[src/rtl/rv_ctrl_defs.sv]
// Shared encodings for the multi-cycle RV32I control unit: opcodes, ALU operation
// codes, operand/writeback selects, FSM states and the bundled control word.
package rv_ctrl_defs;

    typedef enum logic [3:0] {
        ST_FETCH      = 4'd0,
        ST_DECODE     = 4'd1,
        ST_EXEC_R     = 4'd2,
        ST_EXEC_I     = 4'd3,
        ST_EXEC_LUI   = 4'd4,
        ST_EXEC_AUIPC = 4'd5,
        ST_WB_ALU     = 4'd6,
        ST_MEM_ADDR   = 4'd7,
        ST_MEM_RD     = 4'd8,
        ST_MEM_WR     = 4'd9,
        ST_WB_MEM     = 4'd10,
        ST_BRANCH     = 4'd11,
        ST_JAL        = 4'd12,
        ST_JALR       = 4'd13,
        ST_TRAP       = 4'd14
    } state_t;

    localparam logic [6:0] OPC_R      = 7'b0110011;
    localparam logic [6:0] OPC_I      = 7'b0010011;
    localparam logic [6:0] OPC_LOAD   = 7'b0000011;
    localparam logic [6:0] OPC_STORE  = 7'b0100011;
    localparam logic [6:0] OPC_BRANCH = 7'b1100011;
    localparam logic [6:0] OPC_LUI    = 7'b0110111;
    localparam logic [6:0] OPC_AUIPC  = 7'b0010111;
    localparam logic [6:0] OPC_JAL    = 7'b1101111;
    localparam logic [6:0] OPC_JALR   = 7'b1100111;

    // ula_op codes, also consumed by ula_control
    localparam logic [2:0] ULA_ADD    = 3'b000;
    localparam logic [2:0] ULA_BRANCH = 3'b001;
    localparam logic [2:0] ULA_RTYPE  = 3'b010;
    localparam logic [2:0] ULA_ITYPE  = 3'b011;
    localparam logic [2:0] ULA_LUI    = 3'b100;
    localparam logic [2:0] ULA_AUIPC  = 3'b101;

    localparam logic [1:0] SRC_A_PC     = 2'b00;
    localparam logic [1:0] SRC_A_RS1    = 2'b01;
    localparam logic [1:0] SRC_A_OLD_PC = 2'b10;
    localparam logic [1:0] SRC_A_ZERO   = 2'b11;

    localparam logic [1:0] SRC_B_RS2  = 2'b00;
    localparam logic [1:0] SRC_B_FOUR = 2'b01;
    localparam logic [1:0] SRC_B_IMM  = 2'b10;

    localparam logic [1:0] WB_SEL_ALUOUT = 2'b00;
    localparam logic [1:0] WB_SEL_MEM    = 2'b01;
    localparam logic [1:0] WB_SEL_PC     = 2'b10;

    typedef struct packed {
        logic       mem_req;
        logic       mem_we;
        logic       addr_sel;
        logic       ir_write;
        logic       pc_write;
        logic       pc_src;
        logic       reg_write;
        logic [1:0] wb_sel;
        logic [1:0] ula_src_a;
        logic [1:0] ula_src_b;
        logic [2:0] ula_op;
        logic       illegal_inst;
        logic       mem_timeout;
        logic       instr_done;
    } ctrl_t;

    function automatic state_t decode_next(input logic [6:0] opc);
        state_t st;
        case (opc)
            OPC_R:               st = ST_EXEC_R;
            OPC_I:               st = ST_EXEC_I;
            OPC_LOAD, OPC_STORE: st = ST_MEM_ADDR;
            OPC_BRANCH:          st = ST_BRANCH;
            OPC_LUI:             st = ST_EXEC_LUI;
            OPC_AUIPC:           st = ST_EXEC_AUIPC;
            OPC_JAL:             st = ST_JAL;
            OPC_JALR:            st = ST_JALR;
            default:             st = ST_TRAP;
        endcase
        return st;
    endfunction

    // States that sit on the memory port waiting for mem_ready
    function automatic logic is_wait_state(input state_t st);
        return (st == ST_FETCH) || (st == ST_MEM_RD) || (st == ST_MEM_WR);
    endfunction

endpackage

[src/rtl/ctrl_watchdog.sv]
// Stall counter for memory-wait states: cleared on entry to a wait state,
// counts cycles without mem_ready, and flags when the count reaches the limit.
module ctrl_watchdog #(
    parameter int WAIT_LIMIT = 255
) (
    input  logic clk,
    input  logic rst_n,
    input  logic i_clear,
    input  logic i_count_en,
    output logic o_at_limit
);

    localparam logic [7:0] LIMIT = 8'(WAIT_LIMIT);

    logic [7:0] r_count;

    always_ff @(posedge clk or negedge rst_n) begin
        if (!rst_n) begin
            r_count <= 8'd0;
        end else if (i_clear) begin
            r_count <= 8'd0;
        end else if (i_count_en) begin
            r_count <= r_count + 8'd1;
        end
    end

    assign o_at_limit = (r_count == LIMIT);

endmodule

[src/rtl/unidade_controle_multiciclo.sv]
// Multi-cycle main control FSM for the RV32I core: sequences fetch/decode/execute/
// memory/writeback over a shared ALU and one memory port with a stall watchdog.
module unidade_controle_multiciclo
    import rv_ctrl_defs::*;
#(
    parameter int WAIT_LIMIT = 255
) (
    input  logic       clk,
    input  logic       rst_n,
    input  logic [6:0] opcode,
    input  logic       branch_taken,
    input  logic       mem_ready,
    output logic       mem_req,
    output logic       mem_we,
    output logic       addr_sel,
    output logic       ir_write,
    output logic       pc_write,
    output logic       pc_src,
    output logic       reg_write,
    output logic [1:0] wb_sel,
    output logic [1:0] ula_src_a,
    output logic [1:0] ula_src_b,
    output logic [2:0] ula_op,
    output logic       illegal_inst,
    output logic       mem_timeout,
    output logic       instr_done,
    output logic [3:0] state_dbg
);

    state_t r_state;
    state_t w_next_state;
    ctrl_t  w_ctrl;
    logic   w_wait_state;
    logic   w_at_limit;
    logic   w_expired;
    logic   w_wd_clear;
    logic   w_wd_count_en;

    assign w_wait_state  = is_wait_state(r_state);
    assign w_expired     = w_wait_state && w_at_limit && !mem_ready;
    assign w_wd_count_en = w_wait_state && !mem_ready;
    // A timed-out fetch loops back into FETCH and must still restart the count
    assign w_wd_clear    = is_wait_state(w_next_state) &&
                           ((w_next_state != r_state) || w_expired);

    ctrl_watchdog #(
        .WAIT_LIMIT(WAIT_LIMIT)
    ) u_watchdog (
        .clk       (clk),
        .rst_n     (rst_n),
        .i_clear   (w_wd_clear),
        .i_count_en(w_wd_count_en),
        .o_at_limit(w_at_limit)
    );

    always_ff @(posedge clk or negedge rst_n) begin
        if (!rst_n) begin
            r_state <= ST_FETCH;
        end else begin
            r_state <= w_next_state;
        end
    end

    always_comb begin
        w_next_state = r_state;
        case (r_state)
            ST_FETCH:      w_next_state = mem_ready ? ST_DECODE : ST_FETCH;
            ST_DECODE:     w_next_state = decode_next(opcode);
            ST_EXEC_R,
            ST_EXEC_I,
            ST_EXEC_LUI,
            ST_EXEC_AUIPC: w_next_state = ST_WB_ALU;
            ST_WB_ALU:     w_next_state = ST_FETCH;
            ST_MEM_ADDR:   w_next_state = (opcode == OPC_LOAD) ? ST_MEM_RD : ST_MEM_WR;
            ST_MEM_RD: begin
                if (mem_ready) begin
                    w_next_state = ST_WB_MEM;
                end else if (w_expired) begin
                    w_next_state = ST_FETCH;
                end
            end
            ST_MEM_WR: begin
                if (mem_ready || w_expired) begin
                    w_next_state = ST_FETCH;
                end
            end
            ST_WB_MEM,
            ST_BRANCH,
            ST_JAL,
            ST_JALR,
            ST_TRAP:       w_next_state = ST_FETCH;
            default:       w_next_state = ST_FETCH;
        endcase
    end

    always_comb begin
        w_ctrl = '0;
        case (r_state)
            ST_FETCH: begin
                w_ctrl.mem_req     = 1'b1;
                w_ctrl.addr_sel    = 1'b0;
                w_ctrl.ula_src_a   = SRC_A_PC;
                w_ctrl.ula_src_b   = SRC_B_FOUR;
                w_ctrl.ula_op      = ULA_ADD;
                w_ctrl.pc_src      = 1'b0;
                w_ctrl.ir_write    = mem_ready;
                w_ctrl.pc_write    = mem_ready;
                w_ctrl.mem_timeout = w_expired;
            end
            ST_DECODE: begin
                w_ctrl.ula_src_a = SRC_A_OLD_PC;
                w_ctrl.ula_src_b = SRC_B_IMM;
                w_ctrl.ula_op    = ULA_ADD;
            end
            ST_EXEC_R: begin
                w_ctrl.ula_src_a = SRC_A_RS1;
                w_ctrl.ula_src_b = SRC_B_RS2;
                w_ctrl.ula_op    = ULA_RTYPE;
            end
            ST_EXEC_I: begin
                w_ctrl.ula_src_a = SRC_A_RS1;
                w_ctrl.ula_src_b = SRC_B_IMM;
                w_ctrl.ula_op    = ULA_ITYPE;
            end
            ST_EXEC_LUI: begin
                w_ctrl.ula_src_a = SRC_A_ZERO;
                w_ctrl.ula_src_b = SRC_B_IMM;
                w_ctrl.ula_op    = ULA_LUI;
            end
            ST_EXEC_AUIPC: begin
                w_ctrl.ula_src_a = SRC_A_OLD_PC;
                w_ctrl.ula_src_b = SRC_B_IMM;
                w_ctrl.ula_op    = ULA_AUIPC;
            end
            ST_WB_ALU: begin
                w_ctrl.reg_write  = 1'b1;
                w_ctrl.wb_sel     = WB_SEL_ALUOUT;
                w_ctrl.instr_done = 1'b1;
            end
            ST_MEM_ADDR: begin
                w_ctrl.ula_src_a = SRC_A_RS1;
                w_ctrl.ula_src_b = SRC_B_IMM;
                w_ctrl.ula_op    = ULA_ADD;
            end
            ST_MEM_RD: begin
                w_ctrl.mem_req     = 1'b1;
                w_ctrl.addr_sel    = 1'b1;
                w_ctrl.mem_timeout = w_expired;
            end
            ST_MEM_WR: begin
                w_ctrl.mem_req     = 1'b1;
                w_ctrl.mem_we      = 1'b1;
                w_ctrl.addr_sel    = 1'b1;
                w_ctrl.instr_done  = mem_ready;
                w_ctrl.mem_timeout = w_expired;
            end
            ST_WB_MEM: begin
                w_ctrl.reg_write  = 1'b1;
                w_ctrl.wb_sel     = WB_SEL_MEM;
                w_ctrl.instr_done = 1'b1;
            end
            ST_BRANCH: begin
                w_ctrl.ula_src_a  = SRC_A_RS1;
                w_ctrl.ula_src_b  = SRC_B_RS2;
                w_ctrl.ula_op     = ULA_BRANCH;
                w_ctrl.pc_src     = 1'b1;
                w_ctrl.pc_write   = branch_taken;
                w_ctrl.instr_done = 1'b1;
            end
            ST_JAL: begin
                w_ctrl.pc_write   = 1'b1;
                w_ctrl.pc_src     = 1'b1;
                w_ctrl.reg_write  = 1'b1;
                w_ctrl.wb_sel     = WB_SEL_PC;
                w_ctrl.instr_done = 1'b1;
            end
            ST_JALR: begin
                w_ctrl.ula_src_a  = SRC_A_RS1;
                w_ctrl.ula_src_b  = SRC_B_IMM;
                w_ctrl.ula_op     = ULA_ADD;
                w_ctrl.pc_write   = 1'b1;
                w_ctrl.pc_src     = 1'b0;
                w_ctrl.reg_write  = 1'b1;
                w_ctrl.wb_sel     = WB_SEL_PC;
                w_ctrl.instr_done = 1'b1;
            end
            ST_TRAP: begin
                w_ctrl.illegal_inst = 1'b1;
            end
            default: w_ctrl = '0;
        endcase
        // Outputs go quiet the moment reset asserts, even mid-access
        if (!rst_n) begin
            w_ctrl = '0;
        end
    end

    assign mem_req      = w_ctrl.mem_req;
    assign mem_we       = w_ctrl.mem_we;
    assign addr_sel     = w_ctrl.addr_sel;
    assign ir_write     = w_ctrl.ir_write;
    assign pc_write     = w_ctrl.pc_write;
    assign pc_src       = w_ctrl.pc_src;
    assign reg_write    = w_ctrl.reg_write;
    assign wb_sel       = w_ctrl.wb_sel;
    assign ula_src_a    = w_ctrl.ula_src_a;
    assign ula_src_b    = w_ctrl.ula_src_b;
    assign ula_op       = w_ctrl.ula_op;
    assign illegal_inst = w_ctrl.illegal_inst;
    assign mem_timeout  = w_ctrl.mem_timeout;
    assign instr_done   = w_ctrl.instr_done;
    assign state_dbg    = r_state;

endmodule

[config.mk]
export PLATFORM = sky130hd
export DESIGN_NAME = unidade_controle_multiciclo
export DESIGN_NICKNAME = d
export VERILOG_FILES = /design/src/rtl/rv_ctrl_defs.sv /design/src/rtl/ctrl_watchdog.sv /design/src/rtl/unidade_controle_multiciclo.sv
export SDC_FILE = /design/constraint.sdc
export NUM_CORES = 1
export LEC_CHECK = 0
export BUFFER_PORTS_ARGS = -buffer_cell sky130_fd_sc_hd__buf_2
export CAP_MARGIN = 5
export CORE_MARGIN = 5
export CORE_UTILIZATION = 51
export DETAILED_ROUTE_END_ITERATION = 10
export PLACE_DENSITY = 0.79
export SLEW_MARGIN = 20
export SYNTH_ARGS = -nofsm -noshare
export SYNTH_HDL_FRONTEND = slang
export SYNTH_SLANG_ARGS = --single-unit
[constraint.sdc]
create_clock -name clk -period 2.72 [get_ports clk]
set_clock_uncertainty 0.2 [all_clocks]
set_input_delay 0.136 -clock clk [delete_from_list [all_inputs] [get_ports clk]]
set_output_delay 0.136 -clock clk [all_outputs]
set_load 0.01 [all_outputs]
==> impl_metrics.tcl <==
set metrics [dict create \
    outcome "completed" \
    grt_pass1_vias 1107 \
    rsz0062_at_grt "no" \
    io-pin-count 34 \
    fillCellCount 197 \
    core_area_um2 2190 \
    die_w_um 57.6 \
    tns_ps 0 \
    synth_area_leaders "dfrtp_1, nor2_1, a21oi_1" \
    post-synth-top-count-cell "nor2_1" \
    max-cap-violations 0 \
    synth_top_area_cell "dfrtp_1" \
    hold_viol 0 \
    cts_root_buf "clkbuf_4" \
    core.rowCount 17 \
    drt_iter0_drc 21 \
    p_per_area_nw_per_um2 1020 \
    clk_pin_slew_ps 70 \
    vias 1174 \
    cts_max_path_buffers 2 \
    cts-htree-levels 1 \
    cts.sinks 12 \
    drcViolationCount 0 \
    synth_edf_count 0 \
    finalCriticalPeriod_ps 2400 \
    cts_buffers 3 \
    finalPower_mw 1.37 \
    peakVddDrop_uv 528 \
    ys.flop_type "dfrtp_1" \
    period_share_pct 88.1 \
    routed_via_density 5.90 \
    cp_data_required_time_ps 2380 \
    wirelength_um 2940 \
    final_layout_size_suffix_gt1_share_pct 28.7 \
    syn_area_um2 1160 \
    antenna_left 0 \
    cts_tree "built" \
    drtPass1Iterations 4 \
    track_usage_pct 18.0 \
    n_antenna_cell 0 \
    yosysTopAreaCellShare_pct 26.0 \
    cp-end-kind "output pin" \
    synthCells 140 \
    crit_fanout 23 \
    relSlewSlack_pct 58.1 \
    ys_warn_count 0 \
    syn_avg_cell_area_um2 8.26 \
    fin_nets 184 \
    overflow 0 \
    clock_latency_ps 270 \
    grt_pass1_wl_um 4840 \
    fmax_mhz 417 \
    ys_seq_area_share_pct 26.0 \
    wl_per_cell_um 14.8 \
    async_reset_ff_share_pct 100 \
    start_util_pct 52.8 \
    tightest_slew_ps 629 \
    synth_common_cells "nor2_1, nand2_1, dfrtp_1" \
    die_h_um 57.6 \
    hold_slack_ps 133 \
    die_area_um2 3320 \
    syn_nets 152 \
    place.gp.congestion 0.810 \
    synth-seq-cells 12 \
    grt_max_degree 24 \
    path_class "primary input to output pin" \
    yosysUniqueCellTypes 48 \
    setup_viol 0 \
    slew_viol_final 0 \
    start_kind "primary input" \
    port_buffers 33 \
    area_delta_synth_final_pct 16.0 \
    power_leakage_nw 0.641 \
    grt_antenna_before_repair 0 \
    hold_path.class "primary input to async pin" \
    hpwl_um 2160 \
    arrival_ps 2060 \
]
==> kinds of logic after synthesis <==
logic type	synth area share [%]
buf+inv	7.25
xor+xnor	6.06
simple gates	37.6
compound gates	19.5
flops	26.0
fa+ha+maj	1.08
mux	2.60
==> sequential cells by signal, summed over array words and instances, names as in the netlist <==
| signal | count |
|---|---|
| state_dbg | 4 |
| u_watchdog.r_count | 8 |
==> cell type report <==
cell class	count	area [µm²]	area share (%)
multi-input combinational	116	772	57.6
sequential	12	300	22.4
timing repair buffer	35	183	13.6
clock buffer	4	36.3	2.71
tap	28	35.0	2.61
inverter	4	15.0	1.12
==> metrics by stage <==
stage	cells	util [%]	worst slack, ps	cell area (µm²)
4_1_cts	199	61.2	360	1340
6_report	199	61.2	323	1340
3_3_place_gp	194	59.1	532	1290
2_1_floorplan	140	-	581	1160
3_5_place_dp	194	59.1	457	1290
5_1_grt	199	61.2	204	1340
==> critical path, cell delays in order <==
cell,delay [ps]
dlygate4sd3_1,520
buf_2,380
nand2b_1,260
nor4_1,320
and2_1,200
o21bai_1,100
buf_2,140
==> metal layers <==
layer / global-route usage (%) / part of all wire, % / wire [µm]
met1: 21.2 / 42 / 1240
met2: 31.6 / 50 / 1480
met3: 4.01 / 6.9 / 202
met4: 6.62 / 0.61 / 18
met5: 0 / 0 / 0
==> final timing paths <==
kind                                              end             startpoint  slack [ps]  depth (start not counted)
min in group clk                         state_dbg[1]              opcode[2]         150                          3
max in group asynchronous       u_watchdog.r_count[6]                  rst_n        1880                          2
worst max register to register  u_watchdog.r_count[3]           state_dbg[1]         400                          4
worst max-delay path                         pc_write                  rst_n         320                          7
worst min-delay path            u_watchdog.r_count[2]                  rst_n         130                          2
worst min register to register  u_watchdog.r_count[6]  u_watchdog.r_count[6]         390                          2
==> where the power goes <==
part,internal [mW],switching [mW],total [mW]
Clock,0.0813,0.0604,0.142
Sequential,0.224,0.179,0.404
Combinational,0.351,0.471,0.822
Total,0.657,0.711,1.37
==> repair_timing <==
action                                  CTS  global route
endpoints found under the setup margin    0             0
resized for setup                         0             0
endpoints found under the hold margin    12             0
setup buffers                             0             0
hold buffers                              1             0
==> cell usage in the layout (no fill, tap or decap), types with 4 or more instances in the layout <==
cell | Yosys | final
nand4_1 | 5 | 5
and2_1 | 4 | 4
nor2_1 | 15 | 15
inv_1 | 4 | 4
buf_2 | 3 | 33
nor3_1 | 4 | 4
dfrtp_1 | 12 | 12
a21oi_1 | 11 | 11
o21ai_0 | 5 | 5
xor2_1 | 6 | 6
nand2_1 | 14 | 14
nor2b_1 | 5 | 5
Power figures use the tool's default switching activity.
